[src/rtl/gcd_sched_pkg.sv]
// Shared types and widths for the GCD job scheduler and its arbiter.
package gcd_sched_pkg;

    localparam int unsigned OPW  = 3;
    localparam int unsigned CNTW = 12;

    localparam logic [1:0] STAT_OK      = 2'b00;
    localparam logic [1:0] STAT_TIMEOUT = 2'b01;

    typedef enum logic [1:0] {
        IDLE,
        ISSUE,
        WAIT,
        CPL
    } state_t;

endpackage

[src/rtl/gcd_job_scheduler_if.sv]
// Request and completion channels of the GCD job scheduler.
interface gcd_job_scheduler_if #(
    parameter int unsigned NREQ = 3,
    parameter int unsigned IDW  = 3
);
    import gcd_sched_pkg::*;

    logic [NREQ-1:0]     REQ_VALID;
    logic [NREQ-1:0]     REQ_READY;
    logic [OPW*NREQ-1:0] REQ_OPCODE;
    logic [NREQ-1:0]     REQ_CT;
    logic [NREQ-1:0]     REQ_DBG;

    logic                CPL_VALID;
    logic                CPL_READY;
    logic [IDW-1:0]      CPL_ID;
    logic [1:0]          CPL_STATUS;
    logic [CNTW-1:0]     CPL_CYCLES;

    modport master (
        output REQ_VALID, REQ_OPCODE, REQ_CT, REQ_DBG, CPL_READY,
        input  REQ_READY, CPL_VALID, CPL_ID, CPL_STATUS, CPL_CYCLES
    );

    modport slave (
        input  REQ_VALID, REQ_OPCODE, REQ_CT, REQ_DBG, CPL_READY,
        output REQ_READY, CPL_VALID, CPL_ID, CPL_STATUS, CPL_CYCLES
    );

endinterface

[src/rtl/gcd_rr_arbiter.sv]
// Round-robin grant over NREQ requesters with registered pointer.
// Build option GCD_SCHED_PRIO0_EN: requester 0 gets strict priority and leaves the pointer untouched.
module gcd_rr_arbiter #(
    parameter int unsigned NREQ = 3,
    parameter int unsigned IDW  = 3
) (
    input  logic            CLK,
    input  logic            RESETn,
    input  logic [NREQ-1:0] req,
    input  logic            accept,
    output logic [NREQ-1:0] grant,
    output logic [IDW-1:0]  grant_id,
    output logic            grant_any
);

    logic [IDW-1:0] ptr;
    logic [IDW-1:0] ptr_next;
    logic           prio_hit;
    int unsigned    idx;

    always_comb begin
        grant     = '0;
        grant_id  = '0;
        grant_any = 1'b0;
        prio_hit  = 1'b0;
        idx       = 0;
`ifdef GCD_SCHED_PRIO0_EN
        if (req[0]) begin
            grant[0]  = 1'b1;
            grant_any = 1'b1;
            prio_hit  = 1'b1;
        end
`endif
        // Scan from the pointer, wrapping; first hit wins.
        for (int unsigned k = 0; k < NREQ; k++) begin
            idx = (32'(ptr) + k) % NREQ;
            if (!grant_any && req[idx]) begin
                grant[idx] = 1'b1;
                grant_id   = IDW'(idx);
                grant_any  = 1'b1;
            end
        end
    end

    always_comb begin
        if (grant_id == IDW'(NREQ - 1))
            ptr_next = '0;
        else
            ptr_next = grant_id + 1'b1;
    end

    always_ff @(posedge CLK or negedge RESETn) begin
        if (!RESETn)
            ptr <= '0;
        else if (accept && !prio_hit)
            ptr <= ptr_next;
    end

endmodule

[src/rtl/gcd_job_scheduler.sv]
// Shares one GCD core among NREQ requesters: arbitration, issue, done/watchdog, completion record.
// Build option GCD_SCHED_PRIO0_EN selects strict priority for requester 0 in the arbiter.
module gcd_job_scheduler
    import gcd_sched_pkg::*;
#(
    parameter int unsigned NREQ    = 3,
    parameter int unsigned IDW     = 3,
    parameter int unsigned TIMEOUT = 4095
) (
    input  logic                CLK,
    input  logic                RESETn,
    input  logic                CLKEN,
    gcd_job_scheduler_if.slave  job,
    output logic                GCD_START,
    output logic [OPW-1:0]      GCD_OPCODE,
    output logic                GCD_CONSTANT_TIME,
    output logic                GCD_DEBUG_MODE,
    input  logic                GCD_DONE,
    input  logic [CNTW-1:0]     GCD_CYCLE_COUNT,
    output logic [IDW-1:0]      ARG_SEL,
    output logic                BUSY
);

    localparam logic [CNTW-1:0] WDOG_LAST = CNTW'(TIMEOUT - 1);
    localparam logic [CNTW-1:0] WDOG_CPL  = CNTW'(TIMEOUT);

    state_t          state, state_next;
    logic [NREQ-1:0] grant;
    logic [IDW-1:0]  grant_id;
    logic            grant_any;
    logic            accept;
    logic [OPW-1:0]  sel_op;
    logic            sel_ct;
    logic            sel_dbg;
    logic            done_r;
    logic            done_edge;
    logic [CNTW-1:0] wdog;
    logic            wdog_hit;

    assign accept    = CLKEN && (state == IDLE) && grant_any;
    assign done_edge = GCD_DONE && !done_r;
    assign wdog_hit  = (wdog == WDOG_LAST);

    gcd_rr_arbiter #(
        .NREQ (NREQ),
        .IDW  (IDW)
    ) u_arb (
        .CLK       (CLK),
        .RESETn    (RESETn),
        .req       (job.REQ_VALID),
        .accept    (accept),
        .grant     (grant),
        .grant_id  (grant_id),
        .grant_any (grant_any)
    );

    always_comb begin
        sel_op  = '0;
        sel_ct  = 1'b0;
        sel_dbg = 1'b0;
        for (int unsigned i = 0; i < NREQ; i++) begin
            if (grant[i]) begin
                sel_op  = job.REQ_OPCODE[i*OPW +: OPW];
                sel_ct  = job.REQ_CT[i];
                sel_dbg = job.REQ_DBG[i];
            end
        end
    end

    always_ff @(posedge CLK or negedge RESETn) begin
        if (!RESETn)
            state <= IDLE;
        else if (CLKEN)
            state <= state_next;
    end

    always_comb begin
        state_next    = state;
        GCD_START     = 1'b0;
        BUSY          = 1'b1;
        job.CPL_VALID = 1'b0;
        job.REQ_READY = '0;
        unique case (state)
            IDLE: begin
                BUSY = 1'b0;
                if (CLKEN)
                    job.REQ_READY = grant;
                if (grant_any)
                    state_next = ISSUE;
            end
            ISSUE: begin
                GCD_START  = 1'b1;
                state_next = WAIT;
            end
            WAIT: begin
                if (done_edge || wdog_hit)
                    state_next = CPL;
            end
            CPL: begin
                job.CPL_VALID = 1'b1;
                if (job.CPL_READY)
                    state_next = IDLE;
            end
            default: state_next = IDLE;
        endcase
    end

    // done_r follows the core in every state so a stale level never looks like a fresh edge.
    always_ff @(posedge CLK or negedge RESETn) begin
        if (!RESETn) begin
            done_r            <= 1'b0;
            wdog              <= '0;
            GCD_OPCODE        <= '0;
            GCD_CONSTANT_TIME <= 1'b0;
            GCD_DEBUG_MODE    <= 1'b0;
            ARG_SEL           <= '0;
            job.CPL_ID        <= '0;
            job.CPL_STATUS    <= STAT_OK;
            job.CPL_CYCLES    <= '0;
        end else if (CLKEN) begin
            done_r <= GCD_DONE;
            if (accept) begin
                GCD_OPCODE        <= sel_op;
                GCD_CONSTANT_TIME <= sel_ct;
                GCD_DEBUG_MODE    <= sel_dbg;
                ARG_SEL           <= grant_id;
            end
            if (state == ISSUE)
                wdog <= '0;
            if (state == WAIT) begin
                wdog <= wdog + 1'b1;
                if (done_edge) begin
                    job.CPL_ID     <= ARG_SEL;
                    job.CPL_STATUS <= STAT_OK;
                    job.CPL_CYCLES <= GCD_CYCLE_COUNT;
                end else if (wdog_hit) begin
                    job.CPL_ID     <= ARG_SEL;
                    job.CPL_STATUS <= STAT_TIMEOUT;
                    job.CPL_CYCLES <= WDOG_CPL;
                end
            end
        end
    end

endmodule

[src/flat_wrapper.sv]
// flat-port wrapper written by rule: the top's interface ports become plain ports
module gcd_job_scheduler_flat import gcd_sched_pkg::*;
#(
    parameter int unsigned NREQ    = 3,
    parameter int unsigned IDW     = 3,
    parameter int unsigned TIMEOUT = 4095
)
  (CLK, RESETn, CLKEN, GCD_START, GCD_OPCODE, GCD_CONSTANT_TIME, GCD_DEBUG_MODE, GCD_DONE, GCD_CYCLE_COUNT, ARG_SEL, BUSY, job_REQ_VALID, job_REQ_OPCODE, job_REQ_CT, job_REQ_DBG, job_CPL_READY, job_REQ_READY, job_CPL_VALID, job_CPL_ID, job_CPL_STATUS, job_CPL_CYCLES);
  gcd_job_scheduler_if #(.NREQ(NREQ), .IDW(IDW)) job_i ();
  input  logic CLK;
  input  logic RESETn;
  input  logic CLKEN;
  output logic GCD_START;
  output logic [OPW-1:0] GCD_OPCODE;
  output logic GCD_CONSTANT_TIME;
  output logic GCD_DEBUG_MODE;
  input  logic GCD_DONE;
  input  logic [CNTW-1:0] GCD_CYCLE_COUNT;
  output logic [IDW-1:0] ARG_SEL;
  output logic BUSY;
  input wire logic [$bits(job_i.REQ_VALID)-1:0] job_REQ_VALID;
  input wire logic [$bits(job_i.REQ_OPCODE)-1:0] job_REQ_OPCODE;
  input wire logic [$bits(job_i.REQ_CT)-1:0] job_REQ_CT;
  input wire logic [$bits(job_i.REQ_DBG)-1:0] job_REQ_DBG;
  input wire logic [$bits(job_i.CPL_READY)-1:0] job_CPL_READY;
  output wire logic [$bits(job_i.REQ_READY)-1:0] job_REQ_READY;
  output wire logic [$bits(job_i.CPL_VALID)-1:0] job_CPL_VALID;
  output wire logic [$bits(job_i.CPL_ID)-1:0] job_CPL_ID;
  output wire logic [$bits(job_i.CPL_STATUS)-1:0] job_CPL_STATUS;
  output wire logic [$bits(job_i.CPL_CYCLES)-1:0] job_CPL_CYCLES;
  assign job_i.REQ_VALID = job_REQ_VALID;
  assign job_i.REQ_OPCODE = job_REQ_OPCODE;
  assign job_i.REQ_CT = job_REQ_CT;
  assign job_i.REQ_DBG = job_REQ_DBG;
  assign job_i.CPL_READY = job_CPL_READY;
  assign job_REQ_READY = job_i.REQ_READY;
  assign job_CPL_VALID = job_i.CPL_VALID;
  assign job_CPL_ID = job_i.CPL_ID;
  assign job_CPL_STATUS = job_i.CPL_STATUS;
  assign job_CPL_CYCLES = job_i.CPL_CYCLES;
  gcd_job_scheduler #(.NREQ(NREQ), .IDW(IDW), .TIMEOUT(TIMEOUT)) u_core (.CLK(CLK), .RESETn(RESETn), .CLKEN(CLKEN), .job(job_i), .GCD_START(GCD_START), .GCD_OPCODE(GCD_OPCODE), .GCD_CONSTANT_TIME(GCD_CONSTANT_TIME), .GCD_DEBUG_MODE(GCD_DEBUG_MODE), .GCD_DONE(GCD_DONE), .GCD_CYCLE_COUNT(GCD_CYCLE_COUNT), .ARG_SEL(ARG_SEL), .BUSY(BUSY));
endmodule
[config.mk]
export PLATFORM = sky130hd
export DESIGN_NAME = gcd_job_scheduler_flat
export DESIGN_NICKNAME = d
export VERILOG_FILES = /design/src/rtl/gcd_sched_pkg.sv /design/src/rtl/gcd_job_scheduler_if.sv /design/src/rtl/gcd_rr_arbiter.sv /design/src/rtl/gcd_job_scheduler.sv /design/src/flat_wrapper.sv
export SDC_FILE = /design/constraint.sdc
export NUM_CORES = 1
export LEC_CHECK = 0
export ABC_AREA = 1
export CAP_MARGIN = 10
export CORE_ASPECT_RATIO = 0.9
export CORE_MARGIN = 1
export CORE_UTILIZATION = 53
export DETAILED_ROUTE_END_ITERATION = 12
export GPL_TIMING_DRIVEN = 0
export HOLD_SLACK_MARGIN = 0.08
export PLACE_DENSITY = 0.81
export SYNTH_ARGS = -nofsm -noshare
export SYNTH_HDL_FRONTEND = slang
export SYNTH_HIERARCHICAL = 1
export SYNTH_SLANG_ARGS = --single-unit
[constraint.sdc]
create_clock -name CLK -period 6.07 [get_ports CLK]
set_clock_uncertainty 0.2 [all_clocks]
set_input_delay 1.214 -clock CLK [delete_from_list [all_inputs] [get_ports CLK]]
set_output_delay 1.214 -clock CLK [all_outputs]
set_load 0.05 [all_outputs]
==> results of run 1 <==
[how the worst max path moves through the flow]
stage,start,to,slack (ps),cells past startpoint
2_1_floorplan,u_core/u_arb/ptr[1]$_DFFE_PN0P_,job_REQ_READY[2],590,24
3_3_place_gp,u_core/u_arb/ptr[1]$_DFFE_PN0P_,job_REQ_READY[2],-120,25
3_5_place_dp,u_core/u_arb/ptr[1]$_DFFE_PN0P_,job_REQ_READY[2],-250,25
4_1_cts,u_core/u_arb/ptr[0]$_DFFE_PN0P_,job_REQ_READY[1],5,24
5_1_grt,u_core/u_arb/ptr[0]$_DFFE_PN0P_,job_REQ_READY[2],20,27
6_report,u_core/u_arb/ptr[0]$_DFFE_PN0P_,job_REQ_READY[2],350,24
[sequential cells by signal, indices dropped and copies added, names as in the netlist]
| name | count |
|---|---|
| u_core/u_arb/ptr | 3 |
| u_core/GCD_CONSTANT_TIME | 1 |
| u_core/done_r | 1 |
| u_core/job.CPL_ID | 3 |
| u_core/state | 2 |
| u_core/ARG_SEL | 3 |
| u_core/job.CPL_STATUS | 1 |
| u_core/job.CPL_CYCLES | 12 |
| u_core/GCD_DEBUG_MODE | 1 |
| u_core/wdog | 12 |
| u_core/GCD_OPCODE | 3 |
[layout by cell type (no fill, tap or decap), types with 4 or more instances in the layout]
cell type,instances
clkbuf_8,5
nand3_2,5
nor2_1,47
xor2_1,4
ha_1,26
o21ai_2,14
nand2_2,25
inv_2,4
nand4_1,12
inv_1,56
nand3_1,36
a21oi_1,19
nand2_4,8
nor2_2,5
dfrtp_1,39
o21ai_0,15
nand2_1,129
clkdlybuf4s50_1,60
[stage by stage]
stage               setup TNS [ps]  utilization  std cells
CTS                              0        0.707        646
global placement              -200        0.682        637
floorplan                        0            -        486
detailed placement            -474        0.684        638
global route                     0        0.713        648
finish                           0        0.713        648
[metal layers]
metal / vias to the layer above / wire length (um)
li1: 1715 / -
met1: 1521 / 3920
met2: 97 / 3570
met3: 6 / 556
met4: 0 / 57
met5: - / 0
[worst register-to-register path, delay by kind of cell, from the launching register on]
| kind | cells | cell delay, ps |
|---|---|---|
| AO/OA/AOI/OAI | 3 | 340 |
| adder cells (fa/ha/maj) | 4 | 1050 |
| buffers and inverters | 4 | 520 |
| flip-flops | 1 | 430 |
| AND/OR/NAND/NOR | 16 | 1860 |
[cell families (layout without fill, tap and decap cells)]
group / Yosys count / in the layout / share of synthesized area
fa+ha+maj: 28 / 28 / 0.0991
other cells: 1 / 1 / 0.00106
buf+inv: 68 / 143 / 0.0803
xor+xnor: 6 / 6 / 0.0149
compound gates: 61 / 61 / 0.112
flops: 42 / 42 / 0.297
simple gates: 280 / 280 / 0.395
[final cells by class]
| class | instances | area share |
|---|---|---|
| sequential | 42 | 0.235 |
| buffer | 6 | 0.0112 |
| clock inverter | 3 | 0.0154 |
| clock buffer | 5 | 0.0154 |
| multi-input combinational | 376 | 0.499 |
| timing repair buffer | 67 | 0.147 |
| inverter | 62 | 0.0522 |
| tap | 87 | 0.0243 |
[repair_timing]
item / CTS / global route
gates cloned: 0 / 0
gates resized for setup: 11 / 16
buffers inserted: 0 / 2
endpoints found under the setup margin: 3 / 3
==> results.json, run 1 <==
{
  "row_count": 27,
  "fmax_mhz": 175,
  "rr_worst_depth": 27,
  "status": "completed",
  "regArea_mm2": 0.00105,
  "first_iter_violations": 145,
  "final_area_mm2": 0.00448,
  "place_area_mm2": 0.00430,
  "syn-mean-instance-area_um2": 7.28,
  "hold_slack_ps": 274,
  "ant_nets": 0,
  "hold_path_startpoint": "u_core/job.CPL_ID[1]$_DFFE_PN0P_",
  "num_vias": 3339,
  "critical_path_buf_inv_count": 5,
  "maxCapViolCount": 0,
  "gp_routability_congestion": 0.876,
  "synth_top_area_frac": 0.297,
  "critical_path_class": "register to primary output",
  "path_cells": "buf_6 -> inv_1 -> ha_1 -> ha_1 -> ha_1 -> inv_1 -> nand3_4 -> nand2_1 -> nand2_1 -> ha_2 -> nor2_8 -> nand3_4 -> nand2_2 -> nand3_1 -> nand2_1 -> nand2_1 -> nand2_1 -> nand2_1 -> nor2_2 -> nand3_1 -> o221ai_2 -> inv_2 -> nor2_1 -> clkbuf_4",
  "setup-violations-final": 0,
  "end_kind": "primary output",
  "synthTopCellsByArea": "dfrtp_1 30%, nand2_1 14%, ha_1 9.9%, inv_1 6.1%, nand3_1 5.2%",
  "ctsHoldBuffers": 0,
  "required_ps": 4660,
  "use_met1": 0.366,
  "hold_end": "u_core/job.CPL_ID[1]$_DFFE_PN0P_",
  "drt-wirelength-per-cell_um": 12.5,
  "htreeDepth": 2,
  "post-dp-hpwl_um": 6290,
  "r2r-start": "u_core/u_arb/ptr[0]$_DFFE_PN0P_",
  "slew_headroom": 0.657,
  "core_mm2": 0.00628,
  "syn_nets": 549,
  "yosys_warnings": 6,
  "slowest_delay_ps": 430,
  "synth_area_leader_cell": "dfrtp_1",
  "drive_gt1_frac": 0.178,
  "hold_violations": 0,
  "grt_pass1_wl_um": 14000,
  "r2r_slack_ps": 1610,
  "port_buffers": 64,
  "crit_slowest_cell": "dfrtp_2",
  "area_growth_pct": 26.8,
  "die_area_mm2": 0.00700,
  "synth_cell_types": 40,
  "rsz0062_at_grt": "no",
  "root_buffer": "clkbuf_8",
  "async_flop_share": 1.00,
  "cp.arrival_ps": 4310,
  "routed_via_density": 5.15,
  "worst_pin_slew_ps": 513,
  "clock_sinks": 42,
  "ys_ff_latch": 42,
  "ys_seq_area_frac": 0.297,
  "cts_tree": "yes",
  "diodes": 0,
  "path_common_cell": "nand2_1",
  "route.detailed.drc": 0,
  "hp-class": "register to register",
  "cts.path.max_buffers": 2,
  "grt_use_total": 0.252,
  "synthFlopType": "dfrtp_1",
  "pin_count": 66,
  "path_max_fanout": 9,
  "start_util": 0.563,
  "synth_area_mm2": 0.00354,
  "first_global_vias": 3081,
  "multi_input_area_mm2": 0.00224,
  "critPathLaunchType": "register",
  "cts_made_buffers": 5,
  "finalMaxSlewViolations": 0,
  "synth_edf_count": 0,
  "die_x_um": 88.1,
  "worst_slack_ps": 349,
  "yosys-top-cells-count": "129 x nand2_1, 57 x inv_1, 48 x nor2_1",
  "r2r-end": "u_core/GCD_OPCODE[0]$_DFFE_PN0P_",
  "drt_wl_total_um": 8110,
  "cts.clk_slew.worst_paths_ps": 80,
  "post-place-ws_ps": -254,
  "grt_antenna_before_repair": 0,
  "yosysMostFrequentCell": "nand2_1",
  "use_met3": 0.0455,
  "met2_usage": 0.389,
  "gr-total-overflow": 0,
  "grt_max_degree": 43,
  "cp_top_family": "simple AND/OR/NAND/NOR gates",
  "firstDrtPassIters": 4,
  "fill_cells": 523,
  "die_y_um": 79.5,
  "fin_crit_sh": 0.943,
  "top_usage_layer": "met2",
  "holdPathStages": 2,
  "layout.nets": 623,
  "clk-insertion-delay-late_ps": 300,
  "period_minus_slack_ps": 5720,
  "postSynthCellCount": 486
}
Power of run 1 is left out: the tool's default activity adds up to more than one toggle a clock period on the data nets, which glitch-free logic cannot reach.
==> run 2, diff against run 1 <==
Settings changed: ABC_CLOCK_PERIOD_IN_PS set to 6070.
==> results of run 2 <==
The final DEF is identical to that of run 1; final timing and power are the same.
Power of run 2 is left out for the same reason.
==> run 3, diff against run 2 <==
Settings changed: SLEW_MARGIN set to 10.
==> results.json, run 3 (synthesis gave the netlist of run 1 again) <==
{
  "die_y_um": 79.5,
  "path_max_fanout": 7,
  "pin_count": 66,
  "hold_violations": 0,
  "root_buffer": "clkbuf_8",
  "layout_commonest_cell": "nand2_1",
  "area_growth_pct": 27.3,
  "setup-violations-final": 0,
  "start_util": 0.563,
  "maxCapViolCount": 0,
  "routed_via_density": 5.22,
  "gr-total-overflow": 0,
  "worst_pin_slew_ps": 512,
  "fin_crit_sh": 0.941,
  "finalMaxSlewViolations": 0,
  "core_mm2": 0.00628,
  "clk-insertion-delay-late_ps": 300,
  "grt_max_degree": 26,
  "htreeDepth": 2,
  "layout.nets": 623,
  "critical_path_buf_inv_count": 3,
  "slew_headroom": 0.658,
  "cts.clk_slew.worst_paths_ps": 80,
  "grt_pass1_wl_um": 14100,
  "cts_tree": "yes",
  "cts_made_buffers": 5,
  "first_iter_violations": 181,
  "critPathLaunchType": "register",
  "fmax_mhz": 175,
  "critical_path_class": "register to primary output",
  "num_vias": 3380,
  "drt-wirelength-per-cell_um": 12.8,
  "ant_nets": 0,
  "fin_cells": 648,
  "placedCellCount": 638,
  "grt_antenna_before_repair": 0,
  "ctsHoldBuffers": 0,
  "path_common_cell": "nor2_1",
  "diodes": 0,
  "route.detailed.drc": 0,
  "port_buffers": 64,
  "top_regs": "u_core/job.CPL_CYCLES: 12 flops, u_core/wdog: 12 flops",
  "post-dp-hpwl_um": 6390,
  "gp_routability_congestion": 0.876,
  "crit_slowest_cell": "dfrtp_2",
  "layout_common_cells": "129 x nand2_1, 60 x clkdlybuf4s50_1, 55 x inv_1",
  "period_minus_slack_ps": 5710,
  "grt_use_total": 0.255,
  "rsz0062_at_grt": "no",
  "slowest_delay_ps": 470,
  "die_x_um": 88.1,
  "required_ps": 4660,
  "clock_sinks": 42,
  "first_global_vias": 3121,
  "hp-class": "register to register",
  "cp_top_family": "simple AND/OR/NAND/NOR gates",
  "drt_wl_total_um": 8320,
  "status": "completed",
  "path_cells": "inv_1 -> ha_1 -> nor2_1 -> nand2_1 -> nand2_1 -> nand2_2 -> xor2_1 -> ha_1 -> ha_1 -> a21boi_0 -> nand2_1 -> nand2_2 -> nor2_1 -> a21oi_1 -> nand3_1 -> nor2_1 -> nand3_1 -> o221ai_4 -> inv_2 -> nor2_1 -> clkbuf_4",
  "die_area_mm2": 0.00700,
  "drive_gt1_frac": 0.180,
  "cts.path.max_buffers": 2,
  "row_count": 27,
  "cp.arrival_ps": 4300,
  "firstDrtPassIters": 4,
  "end_kind": "primary output",
  "final_util": 0.716
}
[run 3: tightest hold or removal path, stage by stage (launching register included)]
cell and delay [ps]:
dfrtp_1 350, nand2_1 50, nand2_1 40
[run 3: layout make-up]
class / count / area (um^2)
multi-input cells: 376 / 2250
fillers: 516 / 1780
flip-flops and latches: 42 / 1050
repair buffers: 67 / 668
inverters: 62 / 234
well taps: 87 / 109
clock buffers: 5 / 68.8
clock inverters: 3 / 68.8
plain buffers: 6 / 50.0
[run 3: metrics by stage]
stage                     hold slack [ps]  area (um^2)  setup WS, ps  TNS (ps)
after floorplan                       259         3540           593         0
after global placement                254         4290          -125      -200
after detailed placement              258         4310          -243      -469
after CTS                             277         4460          12.8         0
after global routing                  297         4500          2.86         0
final                                 273         4500           360         0
[run 3: final timing paths]
kind	from	endpoint	slack, ps	depth (start not counted)
worst max-delay path	u_core/u_arb/ptr[1]$_DFFE_PN0P_	job_REQ_READY[2]	360	21
worst min-delay path	u_core/job.CPL_ID[1]$_DFFE_PN0P_	u_core/job.CPL_ID[1]$_DFFE_PN0P_	270	2
worst max register to register	u_core/u_arb/ptr[0]$_DFFE_PN0P_	u_core/GCD_OPCODE[0]$_DFFE_PN0P_	1630	27
worst min register to register	u_core/job.CPL_ID[1]$_DFFE_PN0P_	u_core/job.CPL_ID[1]$_DFFE_PN0P_	270	2
max in group asynchronous	RESETn	u_core/u_arb/ptr[2]$_DFFE_PN0P_	4550	2
min in group asynchronous	RESETn	u_core/job.CPL_CYCLES[2]$_DFFE_PN0P_	640	1
[run 3: layer usage]
| layer | global-route usage | routed length, um | up-vias | part of all wire |
|---|---|---|---|---|
| met2 | 0.391 | 3690 | 100 | 0.44 |
| met1 | 0.364 | 4040 | 1559 | 0.49 |
| met5 | 0 | 0 | - | 0 |
| met4 | 0.0629 | 88 | 0 | 0.011 |
| li1 | - | - | 1711 | - |
| met3 | 0.0538 | 494 | 10 | 0.059 |
[run 3: repair_timing]
action,CTS,global route
resized for setup,12,17
pin swaps,0,0
setup buffers,0,2
endpoints found under the setup margin,3,3
Power of run 3 is left out for the same reason.
